[src/rtl/program_sequencer.sv]
`timescale 1ns/1ps
// Programming-run sequencer: starts program_decoder block by block, forwards data
// blocks to the NVM write engine and reports progress plus a sticky error code.
module program_sequencer #(
    parameter int DATA_BLOCK_MAX_SIZE = 64,
    parameter int MAX_BLOCKS          = 1024,
    parameter int BLK_CNT_BITS        = $clog2(MAX_BLOCKS + 1),
    parameter int TIMEOUT_CYCLES      = 1000000
) (
    input  logic                    clk,
    input  logic                    rst,
    input  logic                    start,
    input  logic                    abort,
    output logic                    busy,
    output logic                    done,
    output logic                    error,
    output logic [2:0]              err_code,
    output logic [BLK_CNT_BITS-1:0] blocks_written,
    output logic                    dec_start,
    input  logic                    dec_ready,
    input  logic                    dec_done,
    input  logic [7:0]              dec_block_length,
    input  logic [15:0]             dec_block_address,
    input  logic [7:0]              dec_block_type,
    output logic                    wr_valid,
    input  logic                    wr_ready,
    output logic [15:0]             wr_address,
    output logic [7:0]              wr_length,
    input  logic                    wr_done,
    input  logic                    wr_error
);
    localparam int TMR_BITS = $clog2(TIMEOUT_CYCLES + 1);
    // One extra bit so the decoded-block count can reach MAX_BLOCKS+1 for any MAX_BLOCKS.
    localparam int BLK_BITS = BLK_CNT_BITS + 1;

    localparam logic [TMR_BITS-1:0]     TMR_LAST  = TMR_BITS'(TIMEOUT_CYCLES - 1);
    localparam logic [BLK_BITS-1:0]     BLK_LIMIT = BLK_BITS'(MAX_BLOCKS);
    localparam logic [7:0]              LEN_LIMIT = 8'(DATA_BLOCK_MAX_SIZE);
    localparam logic [BLK_CNT_BITS-1:0] BW_SAT    = '1;

    localparam logic [2:0] ERR_WRITER  = 3'd1;
    localparam logic [2:0] ERR_TOO_LONG = 3'd2;
    localparam logic [2:0] ERR_TOO_MANY = 3'd3;
    localparam logic [2:0] ERR_TIMEOUT = 3'd4;
    localparam logic [2:0] ERR_ABORTED = 3'd5;

    typedef enum logic [3:0] {
        S_IDLE, S_DEC_START, S_DEC_ACK, S_DEC_WAIT, S_DISPATCH,
        S_WR_REQ, S_WR_WAIT, S_DONE, S_ERROR
    } state_t;

    state_t                    state_reg, state_next;
    logic [2:0]                fail_code;
    logic [TMR_BITS-1:0]       timer_reg;
    logic [BLK_BITS-1:0]       blk_cnt_reg;
    logic [7:0]                type_reg;
    logic [15:0]               wr_address_reg;
    logic [7:0]                wr_length_reg;
    logic                      done_reg, error_reg;
    logic [2:0]                err_code_reg;
    logic [BLK_CNT_BITS-1:0]   bw_reg;
    logic                      dec_start_reg;
    logic                      pend_done_reg, pend_err_reg;
    logic                      busy_w, timed_state, timed_out;

    assign busy_w      = !(state_reg inside {S_IDLE, S_DONE, S_ERROR});
    assign timed_state = state_reg inside {S_DEC_ACK, S_DEC_WAIT, S_WR_REQ, S_WR_WAIT};
    assign timed_out   = timer_reg == TMR_LAST;

    always_comb begin
        state_next = state_reg;
        fail_code  = 3'd0;
        case (state_reg)
            S_IDLE:      if (start) state_next = S_DEC_START;
            S_DEC_START: if (dec_ready) state_next = S_DEC_ACK;
            S_DEC_ACK: begin
                if (!dec_ready) state_next = S_DEC_WAIT;
                else if (timed_out) begin state_next = S_ERROR; fail_code = ERR_TIMEOUT; end
            end
            S_DEC_WAIT: begin
                if (dec_ready && dec_done) state_next = S_DISPATCH;
                else if (timed_out) begin state_next = S_ERROR; fail_code = ERR_TIMEOUT; end
            end
            S_DISPATCH: begin
                if (blk_cnt_reg > BLK_LIMIT) begin
                    state_next = S_ERROR;
                    fail_code  = ERR_TOO_MANY;
                end else if (type_reg == 8'h01) begin
                    state_next = S_DONE;
                end else if (type_reg == 8'h00) begin
                    if (wr_length_reg > LEN_LIMIT) begin
                        state_next = S_ERROR;
                        fail_code  = ERR_TOO_LONG;
                    end else if (wr_length_reg == 8'd0) begin
                        state_next = S_DEC_START;
                    end else begin
                        state_next = S_WR_REQ;
                    end
                end else begin
                    state_next = S_DEC_START;
                end
            end
            S_WR_REQ: begin
                if (wr_ready) state_next = S_WR_WAIT;
                else if (timed_out) begin state_next = S_ERROR; fail_code = ERR_TIMEOUT; end
            end
            S_WR_WAIT: begin
                // A completion seen during the accept cycle is held in pend_*_reg.
                if (wr_error || pend_err_reg) begin
                    state_next = S_ERROR;
                    fail_code  = ERR_WRITER;
                end else if (wr_done || pend_done_reg) begin
                    state_next = S_DEC_START;
                end else if (timed_out) begin
                    state_next = S_ERROR;
                    fail_code  = ERR_TIMEOUT;
                end
            end
            S_DONE:  state_next = S_IDLE;
            S_ERROR: state_next = S_IDLE;
            default: state_next = S_IDLE;
        endcase
        if (busy_w && abort) begin
            state_next = S_ERROR;
            fail_code  = ERR_ABORTED;
        end
    end

    always_ff @(posedge clk or negedge rst) begin
        if (!rst) begin
            state_reg      <= S_IDLE;
            timer_reg      <= '0;
            blk_cnt_reg    <= '0;
            type_reg       <= '0;
            wr_address_reg <= '0;
            wr_length_reg  <= '0;
            done_reg       <= 1'b0;
            error_reg      <= 1'b0;
            err_code_reg   <= '0;
            bw_reg         <= '0;
            dec_start_reg  <= 1'b0;
            pend_done_reg  <= 1'b0;
            pend_err_reg   <= 1'b0;
        end else begin
            state_reg <= state_next;

            if (state_next != state_reg)
                timer_reg <= '0;
            else if (timed_state)
                timer_reg <= timer_reg + 1'b1;

            dec_start_reg <= (state_reg == S_DEC_START) && (state_next == S_DEC_ACK);

            if (state_reg == S_IDLE && start) begin
                done_reg     <= 1'b0;
                error_reg    <= 1'b0;
                err_code_reg <= '0;
                bw_reg       <= '0;
                blk_cnt_reg  <= '0;
            end

            if (state_reg == S_DEC_WAIT && state_next == S_DISPATCH) begin
                wr_address_reg <= dec_block_address;
                wr_length_reg  <= dec_block_length;
                type_reg       <= dec_block_type;
                blk_cnt_reg    <= blk_cnt_reg + 1'b1;
            end

            if (state_reg == S_WR_REQ && state_next == S_WR_WAIT) begin
                pend_done_reg <= wr_done;
                pend_err_reg  <= wr_error;
            end else if (state_next != S_WR_WAIT) begin
                pend_done_reg <= 1'b0;
                pend_err_reg  <= 1'b0;
            end

            if (state_reg == S_WR_WAIT && state_next == S_DEC_START && bw_reg != BW_SAT)
                bw_reg <= bw_reg + 1'b1;

            if (state_next == S_DONE)
                done_reg <= 1'b1;

            if (state_next == S_ERROR) begin
                error_reg    <= 1'b1;
                err_code_reg <= fail_code;
            end
        end
    end

    assign busy           = busy_w;
    assign done           = done_reg;
    assign error          = error_reg;
    assign err_code       = err_code_reg;
    assign blocks_written = bw_reg;
    assign dec_start      = dec_start_reg;
    assign wr_valid       = state_reg == S_WR_REQ;
    assign wr_address     = wr_address_reg;
    assign wr_length      = wr_length_reg;
endmodule

[config.mk]
export PLATFORM = sky130hd
export DESIGN_NAME = program_sequencer
export DESIGN_NICKNAME = d
export VERILOG_FILES = /design/src/rtl/program_sequencer.sv
export SDC_FILE = /design/constraint.sdc
export NUM_CORES = 1
export LEC_CHECK = 0
export BUFFER_PORTS_ARGS = -buffer_cell sky130_fd_sc_hd__buf_4
export CAP_MARGIN = 20
export CORE_MARGIN = 4
export CORE_UTILIZATION = 32
export CTS_CLUSTER_SIZE = 28
export DETAILED_ROUTE_END_ITERATION = 10
export SETUP_SLACK_MARGIN = 0.2
export SYNTH_ARGS = -nofsm -noshare
export SYNTH_HDL_FRONTEND = slang
export SYNTH_SLANG_ARGS = --single-unit
export TNS_END_PERCENT = 30
[constraint.sdc]
create_clock -name clk -period 4.1 [get_ports clk]
set_clock_uncertainty 0.15 [all_clocks]
set_input_delay 0.82 -clock clk [delete_from_list [all_inputs] [get_ports clk]]
set_output_delay 0.82 -clock clk [all_outputs]
set_load 0.01 [all_outputs]
-- Yosys cells after proc, flatten, opt, wreduce, memory -nomap -nowiden
Index checks and enable logic that the tools add are counted.
- bits in registers: 87
- bits in latches: 0
- RAM bits: 0
- bits in read-only memories: 0
- bits of input ports: 41
- output and inout bits: 43
- logic and storage cells: 100
- memories: 0
- $add $sub $neg: 3
- $mul: 0
- divide/modulo/power cells: 0
- $lt $le $gt $ge: 2
- equal/unequal tests: 19
- shift-type cells: 0
- multiplexer cells: 41
- bitwise operators: 0
- reductions and logical operators: 22
- operator list (cell ; count):
    $mux 4 ; 13
    $mux 20 ; 2
    $mux 3 ; 10
    $eq 4x3->1 const B ; 7
    $pmux 4 s7 ; 1
    $mux 12 ; 2
    $mux 11 ; 2
    $add 20x1->20 const B ; 1
    $eq 20x20->1 const B ; 1
    $logic_not 8->1 ; 2
    $pmux 3 s5 ; 1
    $add 12x1->12 const B ; 1
    $eq 4x2->1 const B ; 3
    $gt 12x11->1 const B ; 1
    $reduce_bool 2->1 ; 6
    $add 11x1->11 const B ; 1
    $ne 11x11->1 const B ; 1
    $eq 4x1->1 const B ; 2
    $eq 4x4->1 const B ; 2
    $eq 8x1->1 const B ; 1
    $gt 8x7->1 const B ; 1
    $logic_and 1x1->1 ; 8
    $mux 2 ; 4
    $mux 1 ; 6
    7 further kinds ; 8

-- Depth between registers and ports, before layout
Gate-level depths: netlist (run 1).
- depth after elaboration: 12
- depth in mapped cells: 10
- gate-level depth less buffers: 9

-- Worst setup path before layout (run 1)
OpenSTA, ideal clock, no wires.
- path kind: input-to-reg
- start point: in start
- end point: reg bw_reg[3] (netlist: blocks_written[3])
- library setup time: 0.126 ns
- arrival: 2.474 ns
- data required time: 3.824 ns
- path slack: 1.350 ns
- stages on the path: 8
- buffers on the path: 1
- path through: nor2b_1 o311ai_0 nand2_1 o31ai_4 inv_2 and2_4 buf_6 a221o_1
- longest elaborated chain between the ends: 7
- elaborated cells between the ends (all ways): 9
- classes of those cells: eq/ne: 1; mux: 4; reduce/logical: 4
- RTL lines (element ; line ; RTL):
    start, declared ; 12 ; input logic start,
    $mux 4 * ; 74 ; S_IDLE: if (start) state_next = S_DEC_START;
    $pmux 4 s7 * ; 73 ; case (state_reg)
    $mux 4 * ; 123 ; if (busy_w && abort) begin
    named net state_next[0] ; 52 ; state_t state_reg, state_next;
    $eq 4x1->1 * ; 177 ; if (state_reg == S_WR_WAIT && state_next == S_DEC_START && bw_reg != BW_SAT)
    $logic_and 1x1->1 * (2 in a row) ; 177 ;
    $mux 11 or $reduce_bool 2->1 (tied branches) ; - ;
    end signal, assigned ; 178 ; bw_reg <= bw_reg + 1'b1;
    end, declared ; 61 ; logic [BLK_CNT_BITS-1:0] bw_reg;
The timed path passes the listed nets; every way through them passes the cells marked *.
A chain may end at the register's enable or synchronous reset.

-- Worst setup path after layout (run 1)
- start point: reg state_reg[2]
- end point: reg dec_start_reg (netlist: dec_start)
- longest elaborated chain between the ends: 7
- elaborated cells between the ends (all ways): 24
- classes of those cells: eq/ne: 9; mux: 10; reduce/logical: 5
- RTL lines (element ; line ; RTL):
    start, declared ; 52 ;
    start signal, assigned ; 145 ; state_reg <= state_next;
    $mux 4, or another cell as far along ; - ;
    $mux 4 or $reduce_bool 3->1 (tied branches) ; 112, 66 ;
    $mux 4 or $logic_not 1->1 (tied branches) ; 109, 66 ;
    $pmux 4 s7 or $logic_and 1x1->1 (tied branches) ; 73, 123 ;
    $mux 4 ; 123 ;
    $eq 4x2->1 ; 152 ; dec_start_reg <= (state_reg == S_DEC_START) && (state_next == S_DEC_ACK);
    $logic_and 1x1->1 * ; 152 ;
    end signal, assigned ; 152 ;
    end, declared ; 62 ; logic dec_start_reg;
Every way passes the cells marked *; elsewhere a longest branch is shown, timed or not.

==> results.json, run 1 <==
{
  "tritoncts_clock_tree": "built",
  "synth.largest_area_cell": "dfrtp_1",
  "slew_headroom_pct": 43.4,
  "worst-path-max-fanout": 22,
  "flip_flop_count_of_the_largest_register_after_layout": 20,
  "max_clock_freq_mhz": 312,
  "nets": 644,
  "detailedPlacementHpwl_um": 8260,
  "count_of_port_buffers_added_during_placement": 83,
  "synth.cell_area_um2": 4630,
  "report.power.total_mw": 3.17,
  "tns_ns": 0,
  "first_pass_grt_wire_length_um": 19700,
  "cts.path.max_buffers": 2,
  "placedInstanceArea_um2": 5430,
  "cts_setup_buffers": 0,
  "layout_setup_ws_ns": 0.890,
  "post-synth-top-count-cell": "nand2_1",
  "syn_to_final_growth_pct": 23.1,
  "critPathMaxStageDelay_ns": 0.75,
  "cts_resized": 0,
  "synthesis.area_per_instance_um2": 8.89,
  "number_of_max_slew_violations_in_the_final_report": 0,
  "timing.hold.worst_path_depth": 2,
  "synth_cell_types": 68,
  "ys_async_sr_fraction_pct": 100,
  "cts.hold.buffers_added": 0,
  "crit_path_top_delay_cell": "dfrtp_1",
  "tightestPinTransition_ns": 0.837,
  "place_worst_setup_slack_ns": 0.981,
  "ioPinCount": 84,
  "clk-insertion-delay-late_ns": 0.34,
  "hold_violations": 0,
  "average_detailed_routed_wire_length_per_instance_um": 14.7,
  "global_route.usage.total_pct": 14.7,
  "final_layout_size_suffix_gt1_share_pct": 20.9,
  "fin_worst_hold_slack_ns": 0.321,
  "clk_root_buffer_cell": "clkbuf_16",
  "hold_class": "reg -> reg",
  "regToRegStartpoint": "state_reg[2]",
  "worst_hold_startpoint": "type_reg[5]",
  "detail_route.drc_violations": 0,
  "min_period_ns": 3.21,
  "wirelength_um": 11500,
  "netlist_top_cells_area": "dfrtp_1 (47%), nand2_1 (10%), nor2_1 (3.5%), nor3_1 (2.7%), o21ai_0 (2.7%)",
  "first_iter_violations": 272,
  "yosys_most_used_dff": "dfrtp_1",
  "reg2reg_depth": 6,
  "netlist.area_leader.share_pct": 47.0,
  "total_nets_after_synthesis": 566,
  "number_of_antenna_violations_at_the_first_check_in_global_routing": 0,
  "final_cell_area_um2": 5700,
  "die_w_um": 128,
  "first_global_vias": 3963,
  "drv.max_cap_violation_count": 0,
  "count_of_state_elements_after_synthesis": 87,
  "worstSetupPathType": "reg -> reg",
  "worst_ir_drop_vdd_v": 0.000265,
  "cts_num_sinks": 87,
  "avgViaCountPerCell": 5.19,
  "netlist_instances": 521,
  "synth_commonest_cells": "nand2_1 (126), dfrtp_1 (87), nor2_1 (43)",
  "count_of_antenna_violating_nets_left_after_detailed_routing": 0,
  "grt_remaining_overflow": 0,
  "min_delay_worst_endpoint": "type_reg[5]",
  "coreArea_um2": 14000,
  "rsz0062_at_grt": "false",
  "reg2reg_to": "dec_start",
  "power.leakage_nw": 2.65,
  "cts_htree_levels": 3,
  "cts_inserted_buffers": 9,
  "timing.critical_path.from_type": "flip-flop",
  "placementRows": 43,
  "worstPathCellList": "or4b_2 > nor3_1 > a32o_1 > o21ai_0 > nor4_1 > and3_1",
  "gp_congestion": 0.856,
  "synth_edf_count": 0,
  "final_worst_path_cycle_share_pct": 78.3,
  "synth_seq_area_share_pct": 47.0,
  "timing.critical_path.to_type": "flip-flop",
  "fp.dieArea_um2": 16500,
  "floorplan.initialDensity_pct": 33.0,
  "grt_start_max_net_pins": 68,
  "pwr_cell_area_nw_per_um2": 556,
  "cts.clk_slew.worst_paths_ns": 0.06,
  "detailedRoute.firstPassIterationCount": 7,
  "timing.critical_path.required_ns": 4.23,
  "status": "finished clean",
  "detailroute.via_count": 4070,
  "die_height_um": 128,
  "r2r_slack_ns": 0.89,
  "antenna_cells_inserted": 0,
  "yosys_warnings": 0,
  "cp.arrival_ns": 3.34,
  "setup-violations-final": 0
}
worst max-delay path: cells and delay by family (launching register included):
kind	cells	cell delay, ns
AND/OR/NAND/NOR	4	1.85
AO/OA/AOI/OAI	2	0.40
flip-flops	1	0.75
through the flow:
stage                     instances  util [%]
after floorplan                 521         -
after global placement          768      38.7
after detailed placement        768      38.7
after CTS                       784      40.6
after global routing            784      40.6
final                           784      40.6
cell usage in the layout, fill, tap and decap left out, types with 3 or more instances in the layout:
cell	n
o21ai_0	25
or3_1	3
inv_1	10
clkbuf_16	9
or2_2	4
and3_1	11
a211oi_1	4
nand4_1	10
xnor2_1	10
nor3_1	25
nand3_1	24
nand3b_1	4
ha_1	4
a31o_2	4
nand4b_1	4
nor2_1	43
nand2_1	126
and4_1	3
a31oi_1	3
clkinvlp_4	4
a21o_1	4
dfrtp_1	87
xor2_1	10
buf_4	90
a21oi_1	11
a221o_1	6
nor4b_1	5
nor4_1	4
metal layers:
metal  global-route usage (%)  wire [um]
met1                     18.4       5150
met5                        0          0
met3                     3.96        470
met4                     5.06        157
met2                     24.4       5760
cell type report:
cell class | count | area, um2
fillers | 1407 | 8340
multi-input cells | 400 | 2310
flip-flops and latches | 87 | 2180
repair buffers | 90 | 676
clock buffers | 11 | 233
well taps | 180 | 225
inverters | 11 | 41.3
clock inverters | 5 | 35.0
logic make-up after synthesis:
kind of cell	share of synthesized area [%]
compound gates	14.0
xor+xnor	3.78
simple gates	30.5
mux	0.675
flops	47.0
fa+ha+maj	1.08
buf+inv	3.03
where the power goes:
group | internal, mW | switching, mW | total (mW)
logic | 0.488 | 0.707 | 1.20
clock network | 0.409 | 0.330 | 0.739
registers | 1.04 | 0.191 | 1.23
how the worst max path moves through the flow:
stage,to,cells after the start,start
6_report,dec_start,6,state_reg[2]
5_1_grt,pend_done_reg,6,state_reg[2]
4_1_cts,pend_done_reg,6,state_reg[2]
3_5_place_dp,dec_start,6,state_reg[2]
3_3_place_gp,dec_start,6,state_reg[2]
2_1_floorplan,blocks_written[3],8,start
(Power assumes the default switching activity.)
==> run 2, diff against run 1 <==
ABC_AREA = 1   (was unset)
clock period = 3.3 ns   (was 4.1 ns; I/O delays follow)
==> run 2 against run 1 <==
  * Sequential share of layout area is 0.61 points higher
  * Sequential cell count stayed put
  * Sequential power is 3% lower
  * Critical endpoint is now timer_reg[4]
==> results.json, run 2 <==
{
  "number_of_max_slew_violations_in_the_final_report": 0,
  "flip_flop_count_of_the_largest_register_after_layout": 20,
  "detail_route.drc_violations": 0,
  "tritoncts_clock_tree": "built",
  "nets": 706,
  "gp_congestion": 0.884,
  "final_worst_path_cycle_share_pct": 78.8,
  "total_nets_after_synthesis": 621,
  "first_global_vias": 3889,
  "intPower_mw": 1.95,
  "commonest_cells_after_routing_fill_and_taps_aside": "nand2_1 (183), dfrtp_1 (87), buf_4 (87)",
  "hold_violations": 0,
  "die_height_um": 127,
  "cts_num_sinks": 87,
  "share_of_power_burned_in_combinational_logic_pct": 24.5,
  "avgViaCountPerCell": 4.70,
  "count_of_antenna_violating_nets_left_after_detailed_routing": 0,
  "synth_cell_types": 35,
  "ys_async_sr_fraction_pct": 100,
  "cts.clk_slew.worst_paths_ns": 0.06,
  "yosys_most_used_dff": "dfrtp_1",
  "fp.dieArea_um2": 16000,
  "count_of_port_buffers_added_during_placement": 83,
  "yosys_warnings": 0,
  "number_of_antenna_violations_at_the_first_check_in_global_routing": 0,
  "fin_worst_hold_slack_ns": 0.169,
  "timing.critical_path.to_type": "flip-flop",
  "final_common_cell": "nand2_1",
  "timing.critical_path.from": "timer_reg[0]",
  "coreArea_um2": 13800,
  "detailroute.via_count": 3977,
  "synth.largest_area_cell": "dfrtp_1",
  "netlist.area_leader.share_pct": 48.4,
  "min_period_ns": 2.60,
  "netlist_top_cells_area": "dfrtp_1 (48%), nand2_1 (15%), nand3_1 (5.7%), inv_1 (4.9%), xor2_1 (4.5%)",
  "max_clock_freq_mhz": 385,
  "ioPinCount": 84,
  "power_switching_share_pct": 32.5,
  "floorplan.initialDensity_pct": 32.5,
  "slew_headroom_pct": 54.8,
  "worst_ir_drop_vdd_v": 0.000254,
  "cp.arrival_ns": 2.69,
  "cts_inserted_buffers": 9,
  "cts.hold.buffers_added": 0,
  "worstSetupPathType": "reg -> reg",
  "syn_to_final_growth_pct": 24.8,
  "netlist_instances": 576,
  "final_layout_size_suffix_gt1_share_pct": 18.5,
  "synth_commonest_cells": "nand2_1 (183), dfrtp_1 (87), inv_1 (59)",
  "timing.critical_path.required_ns": 3.39,
  "netSwitchingPower_uw": 939,
  "global_route.usage.total_pct": 14.0,
  "die_w_um": 127,
  "placementRows": 43,
  "synth_edf_count": 0,
  "count_of_state_elements_after_synthesis": 87,
  "setup-violations-final": 0,
  "antenna_cells_inserted": 0,
  "first_iter_violations": 185,
  "hold_class": "in -> async",
  "clk-insertion-delay-late_ns": 0.34,
  "clk_root_buffer_cell": "clkbuf_16",
  "synthesis.area_per_instance_um2": 7.81,
  "regToRegStartpoint": "timer_reg[0]",
  "worst-path-max-fanout": 20,
  "tightestPinTransition_ns": 0.676,
  "first_pass_grt_wire_length_um": 18400,
  "tns_ns": 0,
  "share_clk_of_total_power_pct": 34.4,
  "rsz0062_at_grt": "false",
  "grt_start_max_net_pins": 88,
  "synth_seq_area_share_pct": 48.4,
  "cts_resized": 0,
  "grt_remaining_overflow": 0,
  "average_detailed_routed_wire_length_per_instance_um": 12.8,
  "post-synth-top-count-cell": "nand2_1",
  "share_seq_of_total_power_pct": 41.1,
  "cts_setup_buffers": 0,
  "cts_htree_levels": 3,
  "pwr_cell_area_nw_per_um2": 515,
  "detailedRoute.firstPassIterationCount": 6,
  "status": "finished clean",
  "detailedPlacementHpwl_um": 8090,
  "drv.max_cap_violation_count": 0,
  "power.leakage_nw": 2.79,
  "cts.path.max_buffers": 2,
  "timing.critical_path.from_type": "flip-flop",
  "synth.cell_area_um2": 4500,
  "wirelength_um": 10800
}
## run 2: path summary, 6_finish.rpt
| kind | to | slack (ns) | cells past startpoint |
|---|---|---|---|
| worst min-delay path | wr_length[2] | 0.17 | 2 |
| worst min register to register | wr_address[11] | 0.32 | 2 |
| worst max register to register | timer_reg[4] | 0.70 | 13 |
| worst max-delay path | timer_reg[4] | 0.70 | 13 |
| max in group asynchronous | blocks_written[5] | 2.41 | 2 |
| min in group clk | wr_address[11] | 0.32 | 2 |
## run 2: layout make-up
class	instances	area (um2)
well taps	180	225
clock buffers	14	284
repair buffers	88	673
fillers	1410	8220
flip-flops and latches	87	2180
multi-input cells	412	2000
clock inverters	2	12.5
inverters	63	236
## run 2: per-layer routing
| metal | GRT usage [%] | vias to the layer above | wire length (um) |
|---|---|---|---|
| li1 | - | 2008 | - |
| met2 | 22.9 | 94 | 5020 |
| met1 | 18.3 | 1859 | 5030 |
| met5 | 0 | - | 0 |
| met3 | 2.86 | 16 | 530 |
| met4 | 5.49 | 0 | 212 |
## run 2: stage by stage
step | instances | setup WS, ns | power [mW] | util, % | cell area [um2]
2_1_floorplan | 576 | 1.26 | 1.64 | - | 4500
6_report | 846 | 0.700 | 2.89 | 40.6 | 5610
4_1_cts | 846 | 0.688 | 2.93 | 40.6 | 5610
5_1_grt | 846 | 0.341 | 3.07 | 40.6 | 5610
3_5_place_dp | 830 | 0.675 | 1.92 | 38.4 | 5320
3_3_place_gp | 830 | 0.763 | 1.92 | 38.4 | 5320
## run 2: power groups by stage
stage	Combinational [mW]	Clock (mW)	Sequential [mW]
2_1_floorplan	0.427	0	1.22
3_3_place_gp	0.712	0	1.20
3_5_place_dp	0.715	0	1.21
4_1_cts	0.717	1.03	1.19
5_1_grt	0.795	1.07	1.20
6_report	0.709	0.993	1.19
## run 2: kinds of logic (layout without fill, tap and decap cells)
family,after synthesis,in the layout,synth area share (%)
adder cells (fa/ha/maj),4,4,1.11
AND/OR/NAND/NOR,337,337,32.0
multiplexers,1,1,0.223
flip-flops,87,87,48.4
XOR/XNOR,27,27,5.26
AO/OA/AOI/OAI,43,43,5.90
buffers and inverters,77,167,7.07
## run 2: worst max-delay path, cell delays in order, from the launching register on
cell	delay, ns
dfrtp_1	0.38
ha_1	0.20
nand3_1	0.11
nor2_1	0.12
nand3_1	0.22
nand2_1	0.14
nand2_1	0.05
nand2_1	0.05
nand2_1	0.09
nand2_2	0.13
nand2_1	0.07
nand2_1	0.06
nand2_1	0.38
nor3_1	0.34
==> run 3, diff against run 2 <==
clock period = 2.4 ns   (was 3.3 ns; I/O delays follow)
==> run 3 against run 2 <==
  * Final cell count increased by 5.4%
  * Combinational power increased by 150%
  * Critical path depth decreased by 1
  * Worst hold slack improved by 0.011 ns
  * Register-to-register slack got worse by 0.46 ns
  * Total power increased by 66%
  * Final area increased by 16%
  * Wire length increased by 19%
  * Worst setup slack got worse by 0.46 ns
  * Clock-buffer cell count decreased by 3
  * Sequential power increased by 39%
  * Global-route usage increased by 1.1 points
  * Largest power group is now combinational logic
==> results.json, run 3 (synthesized netlist as in run 2, its figures left out) <==
{
  "first_iter_violations": 288,
  "detailroute.via_count": 4253,
  "reg2reg_depth": 12,
  "timing.hold.worst_path_depth": 3,
  "worstSetupPathType": "reg -> reg",
  "r2r_slack_ns": 0.24,
  "die_height_um": 127,
  "layout_setup_ws_ns": 0.243,
  "nets": 752,
  "hold_violations": 0,
  "critPathMaxStageDelay_ns": 0.48,
  "antenna_cells_inserted": 0,
  "hold_class": "in -> reg",
  "tritoncts_clock_tree": "built",
  "reg2reg_to": "blk_cnt_reg[5]",
  "cts_inserted_buffers": 9,
  "max_clock_freq_mhz": 464,
  "flip_flop_count_of_the_largest_register_after_layout": 20,
  "worst-path-max-fanout": 6,
  "ioPinCount": 84,
  "setup-violations-final": 0,
  "first_pass_grt_wire_length_um": 19800,
  "detailedRoute.firstPassIterationCount": 4,
  "timing.critical_path.required_ns": 2.52,
  "grt_remaining_overflow": 0,
  "slew_headroom_pct": 70.1,
  "worst_hold_startpoint": "dec_block_address[15]",
  "worstPathCellList": "buf_4 > nor3_4 > nand3_1 > nand3_1 > nand2_1 > nand2_2 > nand2_4 > nor2_4 > buf_6 > clkbuf_16 > nand3_1 > o21ai_1",
  "final_common_cell": "nand2_1",
  "die_w_um": 127,
  "min_period_ns": 2.16,
  "power.leakage_nw": 3.14,
  "crit_path_top_delay_cell": "dfrtp_2",
  "min_delay_worst_endpoint": "wr_address[15]",
  "final_worst_path_cycle_share_pct": 89.9,
  "syn_to_final_growth_pct": 45.2,
  "timing.critical_path.mode_cell": "nand3_1",
  "cp.arrival_ns": 2.28,
  "gr-usage-met3_pct": 4.21,
  "final_cell_area_um2": 6530,
  "average_detailed_routed_wire_length_per_instance_um": 14.4,
  "timing.critical_path.to_type": "flip-flop",
  "wirelength_um": 12800,
  "clk_root_buffer_cell": "clkbuf_16",
  "cts.path.max_buffers": 2,
  "timing.critical_path.from_type": "flip-flop",
  "status": "finished clean",
  "groute.layer.met1.usage_pct": 19.5,
  "global_route.usage.total_pct": 15.1,
  "final_layout_size_suffix_gt1_share_pct": 35.5,
  "number_of_antenna_violations_at_the_first_check_in_global_routing": 0,
  "global_route.usage.met2_pct": 25.3,
  "fp.dieArea_um2": 16000,
  "avgViaCountPerCell": 4.77,
  "count_of_port_buffers_added_during_placement": 83,
  "gp_congestion": 0.883,
  "place_worst_setup_slack_ns": 0.00325,
  "regToRegStartpoint": "state_reg[0]",
  "cts_htree_levels": 3,
  "cts.clk_slew.worst_paths_ns": 0.07,
  "rsz0062_at_grt": "true",
  "grt_start_max_net_pins": 38,
  "pwr_cell_area_nw_per_um2": 732,
  "worst_ir_drop_vdd_v": 0.000530,
  "commonest_cells_after_routing_fill_and_taps_aside": "nand2_1 (162), buf_4 (117), dfrtp_1 (83)",
  "drv.max_cap_violation_count": 0,
  "coreArea_um2": 13800,
  "detail_route.drc_violations": 0,
  "count_of_antenna_violating_nets_left_after_detailed_routing": 0,
  "placementRows": 43,
  "tightestPinTransition_ns": 0.449,
  "number_of_max_slew_violations_in_the_final_report": 0,
  "placedInstanceArea_um2": 5430,
  "cts_num_sinks": 87,
  "busiest_layer": "met2",
  "detailedPlacementHpwl_um": 8300,
  "clk-insertion-delay-late_ns": 0.35,
  "floorplan.initialDensity_pct": 32.5,
  "first_global_vias": 4161
}
==> run 3: changes by cell type in the layout (fill, tap and decap cells not counted), sizes merged <==
cell and delta:
inv +1, clkinv +1, buf +40, dlygate4sd3 +1, clkinvlp +1, clkbuf +2
==> run 3: repair_timing <==
item,4_1_cts,5_1_grt
gates cloned,2,7
pin swaps,8,26
endpoints found under the setup margin,76,79
endpoints found under the hold margin,32,0
hold buffers,1,0
setup buffers,14,14
gates resized for setup,17,97
==> run 3: how the worst max path moves through the flow <==
stage,from,to,depth (start not counted)
2_1_floorplan,blocks_written[0],blocks_written[1],10
3_3_place_gp,state_reg[0],blocks_written[1],11
3_5_place_dp,state_reg[0],blk_cnt_reg[2],15
4_1_cts,blk_cnt_reg[0],wr_length[1],14
5_1_grt,state_reg[1],blk_cnt_reg[5],14
6_report,state_reg[0],blk_cnt_reg[5],12
==> run 3: per-layer routing <==
layer,routed length [um],vias up
li1,-,2100
met3,703,8
met4,107,0
met2,6460,113
met5,0,-
met1,5560,2032
==> run 3: report_power, final <==
| part | total (mW) | internal [mW] | switching, mW |
|---|---|---|---|
| clock network | 1.35 | 0.738 | 0.608 |
| registers | 1.66 | 1.56 | 0.103 |
| logic | 1.77 | 0.752 | 1.02 |
| total | 4.78 | 3.05 | 1.73 |
==> run 3: metrics by stage <==
| step | hold slack [ns] | utilization (%) | cells | power, mW | TNS (ns) |
|---|---|---|---|---|---|
| after global routing | 0.177 | 47.2 | 892 | 5.02 | 0 |
| after global placement | 0.307 | 39.2 | 838 | 2.77 | -0.0426 |
| after detailed placement | 0.310 | 39.2 | 838 | 2.77 | 0 |
| after floorplan | 0.0344 | - | 576 | 2.26 | 0 |
| final | 0.180 | 47.2 | 892 | 4.78 | 0 |
| after CTS | 0.168 | 42.9 | 871 | 4.22 | 0 |
==> run 3: worst max-delay path: cells and delay by family, from the launching register on <==
family,cells,cell delay [ns]
AO/OA/AOI/OAI,1,0.08
AND/OR/NAND/NOR,8,0.87
flip-flops,1,0.48
buffers and inverters,3,0.50
==> run 3: layout make-up <==
type | instances | area, um2
tap | 180 | 225
sequential | 87 | 2180
inverter | 63 | 239
clock buffer | 11 | 243
multi-input combinational | 412 | 2390
fill | 1322 | 7290
timing repair buffer | 134 | 1210
clock inverter | 5 | 41.3
